**src/rtl/ycbcr_pkg.sv**
```systemverilog
// ycbcr_pkg: shared channel tags, Q8 coefficients and types for the Y/Cb/Cr-to-RGB pipeline.
package ycbcr_pkg;
  localparam logic [1:0] CH_R = 2'd0;
  localparam logic [1:0] CH_G = 2'd1;
  localparam logic [1:0] CH_B = 2'd2;
  localparam logic [1:0] CH_X = 2'd3;
  localparam int CB_COEF_R = 0;
  localparam int CB_COEF_G = -88;
  localparam int CB_COEF_B = 454;
  localparam int CR_COEF_R = 359;
  localparam int CR_COEF_G = -183;
  localparam int CR_COEF_B = 0;
  localparam int FRAC_BITS = 8;
  localparam int ROUND_K = 128;
  typedef enum logic [1:0] {EXP_R, EXP_G, EXP_B} pack_state_e;
  function automatic logic signed [8:0] center(input logic [7:0] x);
    return $signed({1'b0, x}) - 9'sd128;
  endfunction
endpackage

```
**src/rtl/ycc_round_clamp.sv**
```systemverilog
// ycc_round_clamp: round a signed Q8 value to nearest integer and clamp it to 0..255.
module ycc_round_clamp
  import ycbcr_pkg::*;
#(
  parameter int INT_W = 20
) (
  input  logic signed [INT_W-1:0] sum,
  output logic        [7:0]       val
);
  logic [INT_W:0] r;
  logic [INT_W-FRAC_BITS:0] t;
  assign r = {sum[INT_W-1], sum} + (INT_W+1)'(ROUND_K);
  assign t = r[INT_W:FRAC_BITS];
  assign val = t[INT_W-FRAC_BITS] ? 8'd0 : (|t[INT_W-FRAC_BITS-1:8]) ? 8'd255 : t[7:0];
endmodule

```
**src/rtl/ycbcr_to_rgb_stage_cr.sv**
```systemverilog
// ycbcr_to_rgb_stage_cr: adds the Cr term per channel, rounds/clamps, and packs R,G,B into one pixel.
module ycbcr_to_rgb_stage_cr
  import ycbcr_pkg::*;
#(
  parameter int ACC_W  = 17,
  parameter int INT_W  = 20,
  parameter int COEF_R = CR_COEF_R,
  parameter int COEF_G = CR_COEF_G,
  parameter int COEF_B = CR_COEF_B
) (
  input  logic                    clk,
  input  logic                    rst,
  input  logic                    valid_i,
  input  logic [1:0]              state_i,
  input  logic [7:0]              cr_data_i,
  input  logic signed [ACC_W-1:0] accum_data_i,
  output logic                    valid_o,
  output logic [23:0]             rgb_o,
  output logic                    seq_err_o
);
  logic signed [8:0]       cr_s1;
  logic signed [INT_W-1:0] acc_s1;
  logic [1:0]              st_s1;
  logic                    v_s1;
  logic signed [INT_W-1:0] coef, cr_ext, sum;
  logic [7:0]              ch_val_d, ch_val;
  logic [1:0]              ch_state;
  logic                    ch_valid;
  pack_state_e             st_q, st_d;
  logic [7:0]              r_q, r_d, g_q, g_d;
  logic [23:0]             rgb_d;
  logic                    valid_d, err_d;
  always_ff @(posedge clk) begin
    v_s1 <= rst ? 1'b0 : valid_i;
    if (valid_i) begin
      cr_s1  <= center(cr_data_i);
      acc_s1 <= {{(INT_W-ACC_W){accum_data_i[ACC_W-1]}}, accum_data_i};
      st_s1  <= state_i;
    end
  end
  always_comb begin
    coef = st_s1 == CH_R ? INT_W'(COEF_R) :
           st_s1 == CH_G ? INT_W'(COEF_G) :
           st_s1 == CH_B ? INT_W'(COEF_B) : '0;
    cr_ext = {{(INT_W-9){cr_s1[8]}}, cr_s1};
    sum = acc_s1 + cr_ext * coef;
  end
  ycc_round_clamp #(.INT_W(INT_W)) u_rc (
    .sum(sum),
    .val(ch_val_d)
  );
  always_ff @(posedge clk) begin
    ch_valid <= rst ? 1'b0 : v_s1;
    if (v_s1) begin
      ch_val   <= ch_val_d;
      ch_state <= st_s1;
    end
  end
  // A stray R tag always restarts the pixel; any other out-of-order tag abandons it.
  always_comb begin
    st_d    = st_q;
    r_d     = r_q;
    g_d     = g_q;
    rgb_d   = rgb_o;
    valid_d = 1'b0;
    err_d   = 1'b0;
    if (ch_valid) begin
      case (st_q)
        EXP_R: begin
          err_d = ch_state != CH_R;
          r_d   = ch_state == CH_R ? ch_val : r_q;
          st_d  = ch_state == CH_R ? EXP_G : EXP_R;
        end
        EXP_G: begin
          err_d = ch_state != CH_G;
          g_d   = ch_state == CH_G ? ch_val : g_q;
          r_d   = ch_state == CH_R ? ch_val : r_q;
          st_d  = ch_state == CH_G ? EXP_B : ch_state == CH_R ? EXP_G : EXP_R;
        end
        EXP_B: begin
          err_d   = ch_state != CH_B;
          valid_d = ch_state == CH_B;
          rgb_d   = ch_state == CH_B ? {r_q, g_q, ch_val} : rgb_o;
          r_d     = ch_state == CH_R ? ch_val : r_q;
          st_d    = ch_state == CH_R ? EXP_G : EXP_R;
        end
        default: st_d = EXP_R;
      endcase
    end
  end
  always_ff @(posedge clk) begin
    if (rst) begin
      st_q      <= EXP_R;
      r_q       <= '0;
      g_q       <= '0;
      rgb_o     <= '0;
      valid_o   <= 1'b0;
      seq_err_o <= 1'b0;
    end else begin
      st_q      <= st_d;
      r_q       <= r_d;
      g_q       <= g_d;
      rgb_o     <= rgb_d;
      valid_o   <= valid_d;
      seq_err_o <= err_d;
    end
  end
endmodule

```
**config.mk**
```make
export PLATFORM = sky130hd
export DESIGN_NAME = ycbcr_to_rgb_stage_cr
export DESIGN_NICKNAME = d
export VERILOG_FILES = /design/src/rtl/ycbcr_pkg.sv /design/src/rtl/ycc_round_clamp.sv /design/src/rtl/ycbcr_to_rgb_stage_cr.sv
export SDC_FILE = /design/constraint.sdc
export NUM_CORES = 1
export LEC_CHECK = 0
export CORE_MARGIN = 3
export CORE_UTILIZATION = 40
export DETAILED_ROUTE_END_ITERATION = 7
export PLACE_DENSITY = 0.62
export SETUP_SLACK_MARGIN = 0.5
export SLEW_MARGIN = 20
export SYNTH_ARGS = -nofsm -noshare
export SYNTH_HDL_FRONTEND = slang
export SYNTH_HIERARCHICAL = 1
export SYNTH_SLANG_ARGS = --single-unit
export TNS_END_PERCENT = 5
```
**constraint.sdc**
```tcl
create_clock -name clk -period 16.8 [get_ports clk]
set_clock_uncertainty 0.15 [all_clocks]
set_input_delay 4.2 -clock clk [delete_from_list [all_inputs] [get_ports clk]]
set_output_delay 4.2 -clock clk [all_outputs]
set_load 0.03 [all_outputs]
```
Yosys cells after proc, flatten, opt, wreduce, memory -nomap -nowiden --
Cells that the tools add are included.
Cells by class: $add $sub $neg 3, $mul 1, equality and inequality tests 7, mux-type cells 7, bitwise gates (word level) 2, reductions and logical operators 12
Operator list (number):
- $mux W20 | 2
- $add A20 B9 Y21 const B | 1
- $add A17 B20 Y20 | 1
- $mul A9 B20 Y20 | 1
- $reduce_and A3 Y1 | 3
- $sub A8 B8 Y9 const B | 1
- $mux W8 | 1
- $eq A2 B1 Y1 const B | 3
- $logic_not A2 Y1 | 3
- $reduce_or A3 Y1 | 2
- $eq A2 B2 Y1 const B | 2
- $pmux W2 S2 | 1
- $reduce_or A2 Y1 | 2
- $reduce_or A4 Y1 | 1
- $pmux W1 S3 | 1
- $mux W2 | 1
- $ne A2 B1 Y1 const B | 1
- $ne A2 B2 Y1 const B | 1
- $not A1 Y1 | 2
- $reduce_bool A2 Y1 | 1
- $mux W1 | 1
Word-level totals: bits in registers 84, bits of input ports 30, output and inout port bits 26

Logic depth before layout (Yosys ltp) --
word-level depth 8, mapped depth 25, gate-level depth less buffers 25

Hierarchy --
Netlist, hierarchy kept.
By module, submodules not included:
- ycbcr_to_rgb_stage_cr | instances 1, cells each 663, area each 6477.5 sq um, sequential area each 2031.9 sq um
- ycc_round_clamp | instances 1, cells each 39, area each 280.3 sq um, sequential area each 0.0 sq um

Least setup slack after synthesis --
OpenSTA, ideal clock, no wires.
kind register to register, start register st_s1[1], end register ch_val[0], data pin, setup time 269 ps, arrival 6061 ps, path slack 10320 ps, stages on the path, launching flop included 22, path through edfxtp_1 > nor2b_1 > and2_1 > inv_1 > fa_1 > fa_1 > inv_1 > fa_1 > fa_1 > inv_1 > fa_1 > inv_1 > ha_1 > and2_0 > and3_1 > a221o_1 > or4_1 > nand3_1 > xnor2_1 > nand2_1 > o21ai_2 > a31oi_1
Between the ends: word-level cells in the longest chain between the ends 8
Ends and longest elaborated chain:
- from (decl) | RTL line ycbcr_to_rgb_stage_cr.sv:23 | logic [1:0] st_s1;
- from (signal assigned) | RTL line ycbcr_to_rgb_stage_cr.sv:38 | st_s1 <= state_i;
- $eq A2 B1 Y1 | RTL line ycbcr_to_rgb_stage_cr.sv:43 | st_s1 == CH_G ? INT_W'(COEF_G) :
- $mux W20 | RTL line ycbcr_to_rgb_stage_cr.sv:43
- $mux W20 (*) | RTL line ycbcr_to_rgb_stage_cr.sv:42 | coef = st_s1 == CH_R ? INT_W'(COEF_R) :
- $mul A9 B20 Y20 (*) | RTL line ycbcr_to_rgb_stage_cr.sv:46 | sum = acc_s1 + cr_ext * coef;
- $add A17 B20 Y20 (*) | RTL line ycbcr_to_rgb_stage_cr.sv:46
- via sum[19] | RTL line ycbcr_to_rgb_stage_cr.sv:25 | logic signed [INT_W-1:0] coef, cr_ext, sum;
- $add A20 B9 Y21 (*) | RTL line ycc_round_clamp.sv:12 | assign r = {sum[INT_W-1], sum} + (INT_W+1)'(ROUND_K);
- $reduce_or A4 Y1 | RTL line ycc_round_clamp.sv:14 | assign val = t[INT_W-FRAC_BITS] ? 8'd0 : (|t[INT_W-FRAC_BITS-1:8]) ? 8'd255 : t[7:0];
- $mux W8 | RTL line ycc_round_clamp.sv:14
- to (signal assigned) | RTL line ycbcr_to_rgb_stage_cr.sv:55 | ch_val <= ch_val_d;
- to (decl) | RTL line ycbcr_to_rgb_stage_cr.sv:26 | logic [7:0] ch_val_d, ch_val;
Mark *: on every way through the listed nets, which the timed path passes. The rest lies on a longest branch. A chain may end at the register's enable or synchronous reset.

Worst setup path in the final report --
start register st_s1[1], end register ch_val[4], data pin
The elaborated chain is that of the path after synthesis.

==> impl_summary.txt <==
----------------------------------------------------
[Synth]
  Synthesized cell area ... 6710 µm²
  Average instance area after synthesis ... 9.65 µm²
  Synth Instances ... 695
  Synthesized net count ... 873
  Yosys warns ... 6

[Detailed routing]
  DRC marker count from the first detailed-route iteration ... 204
  Residual DRC count ... 0
  WL/cell ... 13.4 µm
  Vias per inst ... 4.83
  Vias post-DR ... 4,671
  Routed wire length ... 12.9 mm
  DR pass1 iterations ... 4
  Detail Route Antenna Nets ... 0

[Clocking]
  Clock insertion delay at the later pin of the skew report ... 0.35 ns
  Num Clock Sinks ... 83
  Number of setup buffers added after CTS ... 0
  TritonCTS clock tree ... done
  Clock root buffer ... sky130_fd_sc_hd__clkbuf_16
  Post-cts hold buffer count ... 0
  Clock buffer depth ... 2
  TritonCTS Buffers ... 9
  Post-cts sizing count ... 0
  H-tree levels ... 3
  Reg clk slew, reported paths ... 0.07 ns

[STA]
  Number of failing setup endpoints in the final timing report ... 0
  Least-Margin Pin Slew ... 0.869 ns
  Upper clock frequency limit ... 0.143 GHz
  Rel. slew slack ... 41.9%
  WHS ... 0.303 ns
  Setup repair after global routing missed its margin ... false
  Post-route clock period utilization ... 41.6%
  Final worst path period need ... 7.00 ns
  Final Hold Fails ... 0
  Setup TNS ... 0 ns
  Max-slew violations ... 0

[Worst setup path]
  Kind of critical path ... flip-flop to flip-flop
  Element type at the critical path end ... flip-flop
  Slowest cell on crit path ... sky130_fd_sc_hd__fa_1
  Req. time, crit path ... 16.73 ns
  Slowest cell delay on critical path ... 0.65 ns
  Cell family contributing the most delay on the critical path ... adder cells
  CP Buf/Inv Count ... 4
  Startpoint of the most critical register-to-register path ... st_s1[1]
  Cell repeated most along the worst path ... sky130_fd_sc_hd__fa_1
  Startpoint kind of the worst setup timing path ... flip-flop
  Cell depth of the worst flop-to-flop path ... 21
  List of cells traversed by the critical path ... nor2b_1 -> and2_1 -> inv_1 -> fa_1 -> fa_1 -> inv_1 -> fa_1 -> fa_1 -> inv_1 -> fa_1 -> inv_1 -> ha_1 -> and2_0 -> and3_1 -> a221o_1 -> or4_1 -> nand3_1 -> xnor2_1 -> nand2_1 -> o21ai_2 -> a31oi_1
  Minimum setup slack among reg-to-reg paths ... 9.80 ns
  Maximum net fanout on the critical path ... 8
  Signal arrival time at the worst endpoint ... 6.92 ns
  Endpoint of the worst register-to-register path ... ch_val[4]

[Min path]
  Worst hold path stage count ... 2
  Launch point of the worst hold path ... g_q[1]
  Path type of the worst min-delay path ... flip-flop to flip-flop
  Hold EP ... rgb_o[9]

[Place]
  Placer congestion estimate ... 0.953
  Port Buffers ... 55
  HPWL Detailed ... 10.7 mm

[Die]
  Initial core utilization ... 41.5%
  Die Span X ... 136 µm
  Die ar. ... 18,400 µm²
  Chip height ... 136 µm
  Placeable Area ... 16,200 µm²
  Number of placement rows ... 46
  Ports placed on the boundary ... 56

[Global route]
  Maximum number of pins on one net before global-route repair ... 47
  Number of antenna violations at the first check in global routing ... 0
  All-layer global routing usage ... 15.3%
  Number of global-route vias before repair ... 4,804
  First-pass GRT wire length ... 22.5 mm
  Global route overflow ... 0

[Cells and area]
  Net count of the finished layout ... 925
  Fill cell count ... 1,506
  Layout-stage area growth over the synthesis result ... 16.0%
  Number of antenna cells inserted ... 0
  Share of final-layout standard cells stronger than drive strength 1 ... 3.86%

[Run status]
  Result of the run ... completed

[Flow run]
  Max-cap violation count ... 0

----------------------------------------------------
-- worst reg2reg max path: stages, from the launching register on --
cell and delay (ns):
sky130_fd_sc_hd__edfxtp_1 0.49, sky130_fd_sc_hd__nor2b_1 0.37, sky130_fd_sc_hd__and2_1 0.21, sky130_fd_sc_hd__inv_1 0.09, sky130_fd_sc_hd__fa_1 0.65, sky130_fd_sc_hd__fa_1 0.58, sky130_fd_sc_hd__inv_1 0.05, sky130_fd_sc_hd__fa_1 0.47
sky130_fd_sc_hd__fa_1 0.54, sky130_fd_sc_hd__inv_1 0.05, sky130_fd_sc_hd__fa_1 0.53, sky130_fd_sc_hd__inv_1 0.04, sky130_fd_sc_hd__ha_1 0.32, sky130_fd_sc_hd__and2_0 0.25, sky130_fd_sc_hd__and3_1 0.22, sky130_fd_sc_hd__a221o_1 0.38
sky130_fd_sc_hd__or4_1 0.53, sky130_fd_sc_hd__nand3_1 0.17, sky130_fd_sc_hd__xnor2_1 0.14, sky130_fd_sc_hd__nand2_1 0.09, sky130_fd_sc_hd__o21ai_2 0.28, sky130_fd_sc_hd__a31oi_1 0.13
-- per-stage QoR --
stage | std cells | utilization (%) | instance area, µm² | worst slack [ns]
floorplan | 695 | - | 6710 | 10.32
global placement | 952 | 46.3 | 7490 | 10.03
detailed placement | 952 | 46.3 | 7490 | 9.79
CTS | 968 | 48.1 | 7780 | 9.76
global route | 968 | 48.1 | 7780 | 9.18
finish | 968 | 48.1 | 7780 | 9.80
-- final cells by class --
type	count	area, µm²	area share (%)
clock inverter	7	70.1	0.900
clock buffer	9	225	2.89
timing repair buffer	57	566	7.27
tap	216	270	3.47
inverter	149	559	7.19
multi-input combinational	447	4060	52.2
sequential	83	2030	26.1
-- how the worst max path moves through the flow --
stage | startpoint | to | slack, ns | cells past startpoint
after floorplan | st_s1[1] | ch_val[0] | 10.32 | 21
after global placement | st_s1[1] | ch_val[6] | 10.03 | 21
after detailed placement | st_s1[1] | ch_val[1] | 9.79 | 21
after CTS | st_s1[1] | ch_val[4] | 9.76 | 21
after global routing | st_s1[1] | ch_val[4] | 9.18 | 21
final | st_s1[1] | ch_val[4] | 9.80 | 21
-- cells in the final DEF, fill, tap and decap left out, drive strengths merged, types with 9 or more instances in the layout --
cell             n
a31oi           11
a21oi           51
inv            154
o21ai           12
nor2b           11
xnor2           14
clkbuf           9
dfxtp           46
fa              76
nand2           98
clkdlybuf4s50   55
xor2             9
nor2            19
ha              72
edfxtp          37
-- sequential cells by signal, summed over array words and instances (netlist names) --
register	count
rgb_o	24
acc_s1	17
ch_val	8
cr_s1	8
g_q	8
r_q	8
ch_state	2
st_q	2
st_s1	2
ch_valid	1
seq_err_o	1
v_s1	1
valid_o	1
-- layer usage --
metal / GRT usage (%) / wire length [µm]
met1: 19.5 / 5690
met2: 26.7 / 6450
met3: 3.34 / 620
met4: 3.58 / 171
met5: 0 / 0
Power is not shown: default switching activity piles up to over one toggle a cycle in this logic, so the estimate is an artifact.
